## src/rtl/hamming_pkg.sv

```systemverilog
// Shared Hamming(7,4) definitions used by the encoder, decoder and channel stages.
// Codeword bit positions are fixed here, so every stage agrees on the wire order.
package hamming_pkg;
  localparam int CW_W   = 7;
  localparam int DATA_W = 4;

  typedef enum logic {HUNT, SHIFT} state_t;

  localparam int D3 = 6;
  localparam int D2 = 5;
  localparam int D1 = 4;
  localparam int P4 = 3;
  localparam int D0 = 2;
  localparam int P2 = 1;
  localparam int P1 = 0;
endpackage

```

## src/rtl/hamming_cw_deserializer_if.sv

```systemverilog
// Channel-side serial input, codeword handshake and statistics of the deserializer.
// The slave modport is the deserializer's view of these signals; master is the driver's view.
interface hamming_cw_deserializer_if #(parameter int CNT_W = 16);
  import hamming_pkg::*;

  logic             sync_i;
  logic             bit_i;
  logic             bit_valid_i;
  logic             clr_i;
  logic [CW_W-1:0]  cw_o;
  logic             cw_valid_o;
  logic             cw_ready_i;
  logic             overflow_o;
  logic [CNT_W-1:0] frame_cnt_o;
  logic [CNT_W-1:0] drop_cnt_o;
  logic [CNT_W-1:0] abort_cnt_o;

  modport slave (
    input  sync_i, bit_i, bit_valid_i, clr_i, cw_ready_i,
    output cw_o, cw_valid_o, overflow_o, frame_cnt_o, drop_cnt_o, abort_cnt_o
  );

  modport master (
    output sync_i, bit_i, bit_valid_i, clr_i, cw_ready_i,
    input  cw_o, cw_valid_o, overflow_o, frame_cnt_o, drop_cnt_o, abort_cnt_o
  );
endinterface

```

## src/rtl/hamming_cw_deserializer_sat_counter.sv

```systemverilog
// Event counter that saturates at all-ones; a synchronous clear wins over a same-cycle increment.
module sat_counter #(
  parameter int CNT_W = 16
) (
  input  logic             clk,
  input  logic             rst,
  input  logic             inc,
  input  logic             clr,
  output logic [CNT_W-1:0] cnt
);
  always_ff @(posedge clk or posedge rst) begin
    if (rst) begin
      cnt <= '0;
    end else if (clr) begin
      cnt <= '0;
    end else if (inc && (cnt != {CNT_W{1'b1}})) begin
      cnt <= cnt + 1'b1;
    end
  end
endmodule

```

## src/rtl/hamming_cw_deserializer.sv

```systemverilog
// Assembles a sync-framed bit-serial stream into 7-bit codewords behind a one-entry valid/ready register.
// Latency is 1 clk from the 7th bit to cw_valid_o; a word completing while the register is stalled is dropped.
module hamming_cw_deserializer
  import hamming_pkg::*;
#(
  parameter int CNT_W = 16
) (
  input  logic                    clk,
  input  logic                    rst,
  hamming_cw_deserializer_if.slave io
);
  state_t          state;
  logic [2:0]      bit_cnt;
  logic [CW_W-2:0] shift;
  logic [CW_W-1:0] cw;
  logic            cw_valid;
  logic            overflow;

  logic            start;
  logic            complete;
  logic            abort;
  logic            xfer;
  logic            drop;
  logic            load;

  // The first bit of a word is the MSB, so a left shift leaves it at bit 6 after seven bits.
  assign start    = io.bit_valid_i && io.sync_i;
  assign complete = io.bit_valid_i && !io.sync_i && (state == SHIFT) && (bit_cnt == 3'd6);
  assign abort    = start && (state == SHIFT) && (bit_cnt != 3'd0);
  assign xfer     = cw_valid && io.cw_ready_i;
  assign drop     = complete && cw_valid && !io.cw_ready_i;
  assign load     = complete && !drop;

  always_ff @(posedge clk or posedge rst) begin
    if (rst) begin
      state    <= HUNT;
      bit_cnt  <= 3'd0;
      shift    <= '0;
      cw       <= '0;
      cw_valid <= 1'b0;
      overflow <= 1'b0;
    end else begin
      if (start) begin
        state   <= SHIFT;
        bit_cnt <= 3'd1;
        shift   <= {{(CW_W-2){1'b0}}, io.bit_i};
      end else if (io.bit_valid_i && (state == SHIFT)) begin
        if (bit_cnt == 3'd6) begin
          state   <= HUNT;
          bit_cnt <= 3'd0;
        end else begin
          bit_cnt <= bit_cnt + 3'd1;
        end
        shift <= {shift[CW_W-3:0], io.bit_i};
      end

      if (load) begin
        cw       <= {shift, io.bit_i};
        cw_valid <= 1'b1;
      end else if (xfer) begin
        cw_valid <= 1'b0;
      end

      if (io.clr_i) begin
        overflow <= 1'b0;
      end else if (drop) begin
        overflow <= 1'b1;
      end
    end
  end

  assign io.cw_o       = cw;
  assign io.cw_valid_o = cw_valid;
  assign io.overflow_o = overflow;

  sat_counter #(.CNT_W(CNT_W)) u_frame_cnt (
    .clk(clk), .rst(rst), .inc(xfer),  .clr(io.clr_i), .cnt(io.frame_cnt_o)
  );

  sat_counter #(.CNT_W(CNT_W)) u_drop_cnt (
    .clk(clk), .rst(rst), .inc(drop),  .clr(io.clr_i), .cnt(io.drop_cnt_o)
  );

  sat_counter #(.CNT_W(CNT_W)) u_abort_cnt (
    .clk(clk), .rst(rst), .inc(abort), .clr(io.clr_i), .cnt(io.abort_cnt_o)
  );
endmodule

```

## src/flat_wrapper.sv

```systemverilog
// flat-port wrapper written by rule: the top's interface ports become plain ports
module hamming_cw_deserializer_flat import hamming_pkg::*;
#(
  parameter int CNT_W = 16
)
  (clk, rst, io_sync_i, io_bit_i, io_bit_valid_i, io_clr_i, io_cw_ready_i, io_cw_o, io_cw_valid_o, io_overflow_o, io_frame_cnt_o, io_drop_cnt_o, io_abort_cnt_o);
  hamming_cw_deserializer_if #(.CNT_W(CNT_W)) io_i ();
  input  logic clk;
  input  logic rst;
  input wire logic [$bits(io_i.sync_i)-1:0] io_sync_i;
  input wire logic [$bits(io_i.bit_i)-1:0] io_bit_i;
  input wire logic [$bits(io_i.bit_valid_i)-1:0] io_bit_valid_i;
  input wire logic [$bits(io_i.clr_i)-1:0] io_clr_i;
  input wire logic [$bits(io_i.cw_ready_i)-1:0] io_cw_ready_i;
  output wire logic [$bits(io_i.cw_o)-1:0] io_cw_o;
  output wire logic [$bits(io_i.cw_valid_o)-1:0] io_cw_valid_o;
  output wire logic [$bits(io_i.overflow_o)-1:0] io_overflow_o;
  output wire logic [$bits(io_i.frame_cnt_o)-1:0] io_frame_cnt_o;
  output wire logic [$bits(io_i.drop_cnt_o)-1:0] io_drop_cnt_o;
  output wire logic [$bits(io_i.abort_cnt_o)-1:0] io_abort_cnt_o;
  assign io_i.sync_i = io_sync_i;
  assign io_i.bit_i = io_bit_i;
  assign io_i.bit_valid_i = io_bit_valid_i;
  assign io_i.clr_i = io_clr_i;
  assign io_i.cw_ready_i = io_cw_ready_i;
  assign io_cw_o = io_i.cw_o;
  assign io_cw_valid_o = io_i.cw_valid_o;
  assign io_overflow_o = io_i.overflow_o;
  assign io_frame_cnt_o = io_i.frame_cnt_o;
  assign io_drop_cnt_o = io_i.drop_cnt_o;
  assign io_abort_cnt_o = io_i.abort_cnt_o;
  hamming_cw_deserializer #(.CNT_W(CNT_W)) u_core (.clk(clk), .rst(rst), .io(io_i));
endmodule
```

## config.mk

```make
export PLATFORM = sky130hd
export DESIGN_NAME = hamming_cw_deserializer_flat
export DESIGN_NICKNAME = d
export VERILOG_FILES = /design/src/rtl/hamming_pkg.sv /design/src/rtl/hamming_cw_deserializer_if.sv /design/src/rtl/hamming_cw_deserializer_sat_counter.sv /design/src/rtl/hamming_cw_deserializer.sv /design/src/flat_wrapper.sv
export SDC_FILE = /design/constraint.sdc
export NUM_CORES = 1
export LEC_CHECK = 0
export ABC_CLOCK_PERIOD_IN_PS = 3000
export BUFFER_PORTS_ARGS = -buffer_cell sky130_fd_sc_hd__buf_2
export CORE_MARGIN = 4
export CORE_UTILIZATION = 45
export CTS_CLUSTER_SIZE = 25
export DETAILED_ROUTE_END_ITERATION = 16
export GPL_ROUTABILITY_DRIVEN = 1
export PLACE_DENSITY_LB_ADDON = 0.1
export SYNTH_ARGS = -nofsm -noshare
export SYNTH_HDL_FRONTEND = slang
export SYNTH_SLANG_ARGS = --single-unit
```

## constraint.sdc

```tcl
create_clock -name clk -period 3 [get_ports clk]
set_clock_uncertainty 0.2 [all_clocks]
set_input_delay 0 -clock clk [delete_from_list [all_inputs] [get_ports clk]]
set_output_delay 0 -clock clk [all_outputs]
set_load 0.005 [all_outputs]
```

# Yosys cells after proc, flatten, opt, wreduce, memory -nomap -nowiden
# Cells that the tools add are included.
# Widths: inputs -> output; s select.
# op_classes
muxes,18
n_reduce_logical,26
n_eq_ne,4
addsub,4
# ops
cell,count
$mux 16,6
$add 16x1->16 const B,3
$ne 16x16->1 const B,3
$logic_and 1x1->1,14
$reduce_bool 2->1,7
$mux 6,2
$mux 3,3
$mux 1,7
$add 3x1->3 const B,1
$eq 3x3->1 const B,1
$logic_not 1->1,3
$reduce_bool 3->1,1
$reduce_and 2->1,1
# totals
elab_cells,61
in_bits,7
output_inout_bits,57
regBits,67

# Depth between registers and ports, before layout
# logic_depth
word_depth,9
mapped_depth,7
depth_no_buf,5

# Cells and area by module
# Synthesis repeated with hierarchy kept, for this count alone.
# unflattened
cells_unflattened,371
area_unflattened_um2,3676.0
# by_module_without_submodules
mod,area_each_um2,seq_area_each_um2,instances,cells_each
sat_counter,932.1,400.4,3,101
hamming_cw_deserializer,879.6,475.5,1,68

# Least setup slack after synthesis
# OpenSTA, ideal clock, no wires.
# synth_path
kind,reg-to-reg
startpoint,register u_core.u_drop_cnt.cnt[0]
endpoint,register u_core.u_drop_cnt.cnt[13]
stages_incl_launch_ff,7
path_slack_ps,880
n_path_buf,1
synth_period_minus_slack_ps,2120
arrival_ps,1795
setup_ps,125
required_time_ps,2675
cell_sequence,dfrtp_1 > ha_1 > and4_1 > and4bb_4 > buf_6 > nor4_1 > mux2_2
# synth_via
elab_chain_cells,3
elab_cells_between_ends,6
classes_between,add/sub: 1; eq/ne: 1; mux: 2; reduce/logical: 2
# synth_lines
element,line,rtl
start: declaration,hamming_cw_deserializer_sat_counter.sv:9,output logic [CNT_W-1:0] cnt
start signal: assignment,hamming_cw_deserializer_sat_counter.sv:17,cnt <= cnt + 1'b1;
$add 16x1->16 or $ne 16x16->1 (tied branches),"hamming_cw_deserializer_sat_counter.sv:17, hamming_cw_deserializer_sat_counter.sv:16",
$mux 16 or $logic_and 1x1->1 (tied branches),hamming_cw_deserializer_sat_counter.sv:16,end else if (inc && (cnt != {CNT_W{1'b1}})) begin
$mux 16 or $reduce_bool 2->1 (tied branches),-,
# Parallel ways exist; a longest one is shown, timed or not. The select of a mux whose other input is x is not followed.
# A chain may end at the register's enable or synchronous reset.

# Worst setup path after layout
# layout_path
startpoint,register u_core.state
endpoint,register u_core.u_abort_cnt.cnt[11]
# layout_via
elab_chain_cells,4
# layout_lines
element,line,rtl
start: declaration,hamming_cw_deserializer.sv:12,state_t state;
start signal: assignment,hamming_cw_deserializer.sv:36,state <= HUNT;
start signal: assignment,hamming_cw_deserializer.sv:44,state <= SHIFT;
start signal: assignment,hamming_cw_deserializer.sv:49,state <= HUNT;
$logic_and 1x1->1 (2 in series),hamming_cw_deserializer.sv:29,assign abort = start && (state == SHIFT) && (bit_cnt != 3'd0);
$logic_and 1x1->1,hamming_cw_deserializer_sat_counter.sv:16,
$reduce_bool 2->1 (no line),-,
end signal: assignment,hamming_cw_deserializer_sat_counter.sv:17,
end: declaration,hamming_cw_deserializer_sat_counter.sv:9,
# Every way passes these cells.

==> qor.yml <==
logic_synthesis:
  synthXorXnorAreaFrac_pct: 0
  synth_area_per_cell_um2: 9.63
  netlist.area_leader.share_pct: 45.9
  synth-seq-cells: 67
  synth_area_leaders: "dfrtp_1, mux2_2, a21oi_1, o31ai_1, or4_1"
  synthAdderAreaFrac_pct: 1.03
  syn_area_um2: 3650
  synth-edff-count: 0
  ys.flop_type: "dfrtp_1"
  synthTopCellsByCount: "dfrtp_1, a21oi_1, nand2_1, nor2_1, o21ai_0"
  muxShareOfSynthArea_pct: 6.13
  synth_top_area_cell: "dfrtp_1"
  synth_top_family_by_area: "simple AND/OR/NAND/NOR gates"
  syn_inst: 379
  synth.most_common_cell: "dfrtp_1"
  syn-num-nets: 389
  synth_cell_types: 49
  yosys_warnings: 0
  synthSimpleGateAreaFrac_pct: 26.9
  async_flop_share_pct: 100
  synth-compound-area-share_pct: 15.9
  ys_seq_area_share_pct: 45.9
drt:
  wl_um: 8480
  viasPerCell: 5.81
  wl_per_cell_um: 15.4
  drc: 0
  antenna_left: 0
  drt_pass1_iterations: 4
  drt_iter0_drc: 130
  vias: 3196
global_route:
  overflow: 0
  grt_pass1_wl_um: 14800
  grt.total_usage_pct: 18.4
  grtUsageMet3_pct: 3.57
  use_met2_pct: 27.9
  antenna_found_initial: 0
  grt_util_met1_pct: 25.7
  grt_max_degree: 39
  grt_pass1_vias: 3067
  grt.busiest_layer: "met2"
floorplan:
  dieArea_um2: 9620
  core_area_um2: 7810
  die_x_um: 98.1
  floorplan.initialDensity_pct: 46.8
  die_y_um: 98.1
  ios: 64
  fp-row-count: 32
sta:
  finalSetupViolCount: 0
  fmax_mhz: 443
  worstMarginPinSlew_ns: 0.707
  holdWs_ns: 0.0342
  fin_crit_sh_pct: 75.2
  relSlewSlack_pct: 52.9
  drv_slew: 0
  final_hold_viol_count: 0
  finalCriticalPeriod_ns: 2.26
  rsz0062_at_grt: "false"
  tns_ns: 0
  timing.final.ws_setup_ns: 0.744
clock_network:
  clkTransAtPathRegs_ns: 0.07
  holdBufCountCts: 6
  cts_setup_buffers: 0
  htreeDepth: 3
  cts_resized: 0
  cts_root_buffer: "clkbuf_8"
  clock-sinks: 67
  cts_buffers: 9
  clock_latency_ns: 0.34
  cts_tree: "done"
  ctsLongestPathBuffers: 2
place:
  dp_cells: 528
  numPortBuffers: 63
  gp_congestion: 0.816
  dp_hpwl_um: 5870
  post-place-ws_ns: 0.759
outcome:
  status: "finished, final reports clean"
worst_setup_path:
  crit_slowest_cell: "dfrtp_1"
  worstPathRequired_ns: 3.03
  max_stage_delay_ns: 0.54
  setup.worst_path.class: "reg -> reg"
  worst_setup_path_start_kind: "flip-flop"
  critPathBufInv: 0
  arrival_ns: 2.28
  worstPathMaxFanout: 12
  crit_chain: "and3_1, nand4_1, nor4_1, mux2_2"
  path_delay_family: "simple AND/OR/NAND/NOR gates"
  crit_path_end_kind: "flip-flop"
pwr:
  p_per_area_nw_per_um2: 447
  p_leak_nw: 1.92
  peakVddDrop_v: 0.000283
cells_and_area:
  syn_to_final_growth_pct: 16.8
  drive_above_1_share_pct: 24.1
  layout.cells.non_filler: 550
  nets: 453
  num_antenna_cells: 0
flow_run:
  drv_cap: 0
min_path:
  min_path_type: "in -> reg"
==> layout by cell type (no fill, tap or decap), types with 4 or more instances in the layout <==
cell type | synthesis | routed
nand2_1 | 26 | 26
a22o_1 | 4 | 4
inv_1 | 12 | 11
dfrtp_1 | 67 | 67
nor3_1 | 7 | 7
and4_1 | 4 | 4
o31ai_1 | 15 | 15
nor2b_1 | 12 | 12
and2_1 | 7 | 7
or4_1 | 14 | 14
nand4_1 | 16 | 16
nand3_1 | 8 | 8
nor2_1 | 21 | 21
dlygate4sd3_1 | 0 | 6
a21oi_1 | 34 | 34
mux2_2 | 19 | 19
or3_1 | 13 | 13
nor4_1 | 10 | 10
clkbuf_8 | 0 | 10
buf_2 | 6 | 63
and3_1 | 11 | 11
o21ai_0 | 20 | 20
a31oi_1 | 6 | 6
==> layer usage <==
layer / part of all wire [%] / wire length (um) / up-vias
met3: 4.6 / 394 / 20
li1: - / - / 1558
met2: 46 / 3870 / 90
met1: 47 / 4010 / 1528
met5: 0 / 0 / -
met4: 2.4 / 206 / 0
==> path summary, 6_finish.rpt <==
kind	start	to	slack [ns]	cells past startpoint
setup / recovery	u_core.state$_DFFE_PP0P_	u_core.u_abort_cnt.cnt[11]$_DFFE_PP0P_	0.74	4
hold / removal	io_clr_i	u_core.u_frame_cnt.cnt[1]$_DFFE_PP0P_	0.03	2
setup reg to reg	u_core.state$_DFFE_PP0P_	u_core.u_abort_cnt.cnt[11]$_DFFE_PP0P_	0.74	4
hold reg to reg	u_core.io.cw_o[1]$_DFFE_PP0P_	u_core.io.cw_o[1]$_DFFE_PP0P_	0.31	1
max in group asynchronous	rst	u_core.io.cw_o[4]$_DFFE_PP0P_	1.36	5
min in group asynchronous	rst	u_core.u_frame_cnt.cnt[4]$_DFFE_PP0P_	0.51	4
==> where the power goes <==
part | switching, W | internal, W | leakage, nW | total [W]
logic | 0.0000882 | 0.0000730 | 0.905 | 0.000161
clock network | 0.000346 | 0.000403 | 0.0991 | 0.000749
registers | 0.0000483 | 0.000947 | 0.921 | 0.000995
==> worst reg2reg max path: cells and delay by family (launching register included) <==
| family | cells | cell delay (ns) |
|---|---|---|
| AND/OR/NAND/NOR | 3 | 1.03 |
| flip-flops | 1 | 0.54 |
| multiplexers | 1 | 0.37 |
==> final cells by class <==
type / instances / area [um^2]
multi-input combinational: 281 / 1820
sequential: 67 / 1680
tap: 102 / 128
inverter: 12 / 45.0
timing repair buffer: 72 / 398
clock buffer: 11 / 141
clock inverter: 5 / 52.6
fill: 724 / 3540
==> registers in the layout, summed over array words and instances (netlist names) <==
name	count
u_core.u_drop_cnt.cnt	16
u_core.u_frame_cnt.cnt	16
u_core.io.cw_o	7
u_core.bit_cnt	3
u_core.u_abort_cnt.cnt	16
u_core.io.cw_valid_o	1
u_core.io.overflow_o	1
u_core.shift	6
u_core.state	1
==> cell families (layout without fill, tap and decap cells) <==
group	Yosys count	in the layout
muxes	20	20
DFF	67	67
adders and majority gates	3	3
buffers and inverters	31	100
AOI/OAI and AO/OA	94	94
and+or+nand+nor	164	164
==> metrics by stage <==
stage / util (%) / area, um^2 / total power [W]
finish: 54.6 / 4260 / 0.00191
CTS: 54.6 / 4260 / 0.00193
global placement: 51.4 / 4010 / 0.00116
detailed placement: 51.4 / 4010 / 0.00117
floorplan: - / 3650 / 0.00111
global route: 54.6 / 4260 / 0.00201
Power figures use the tool's default switching activity.
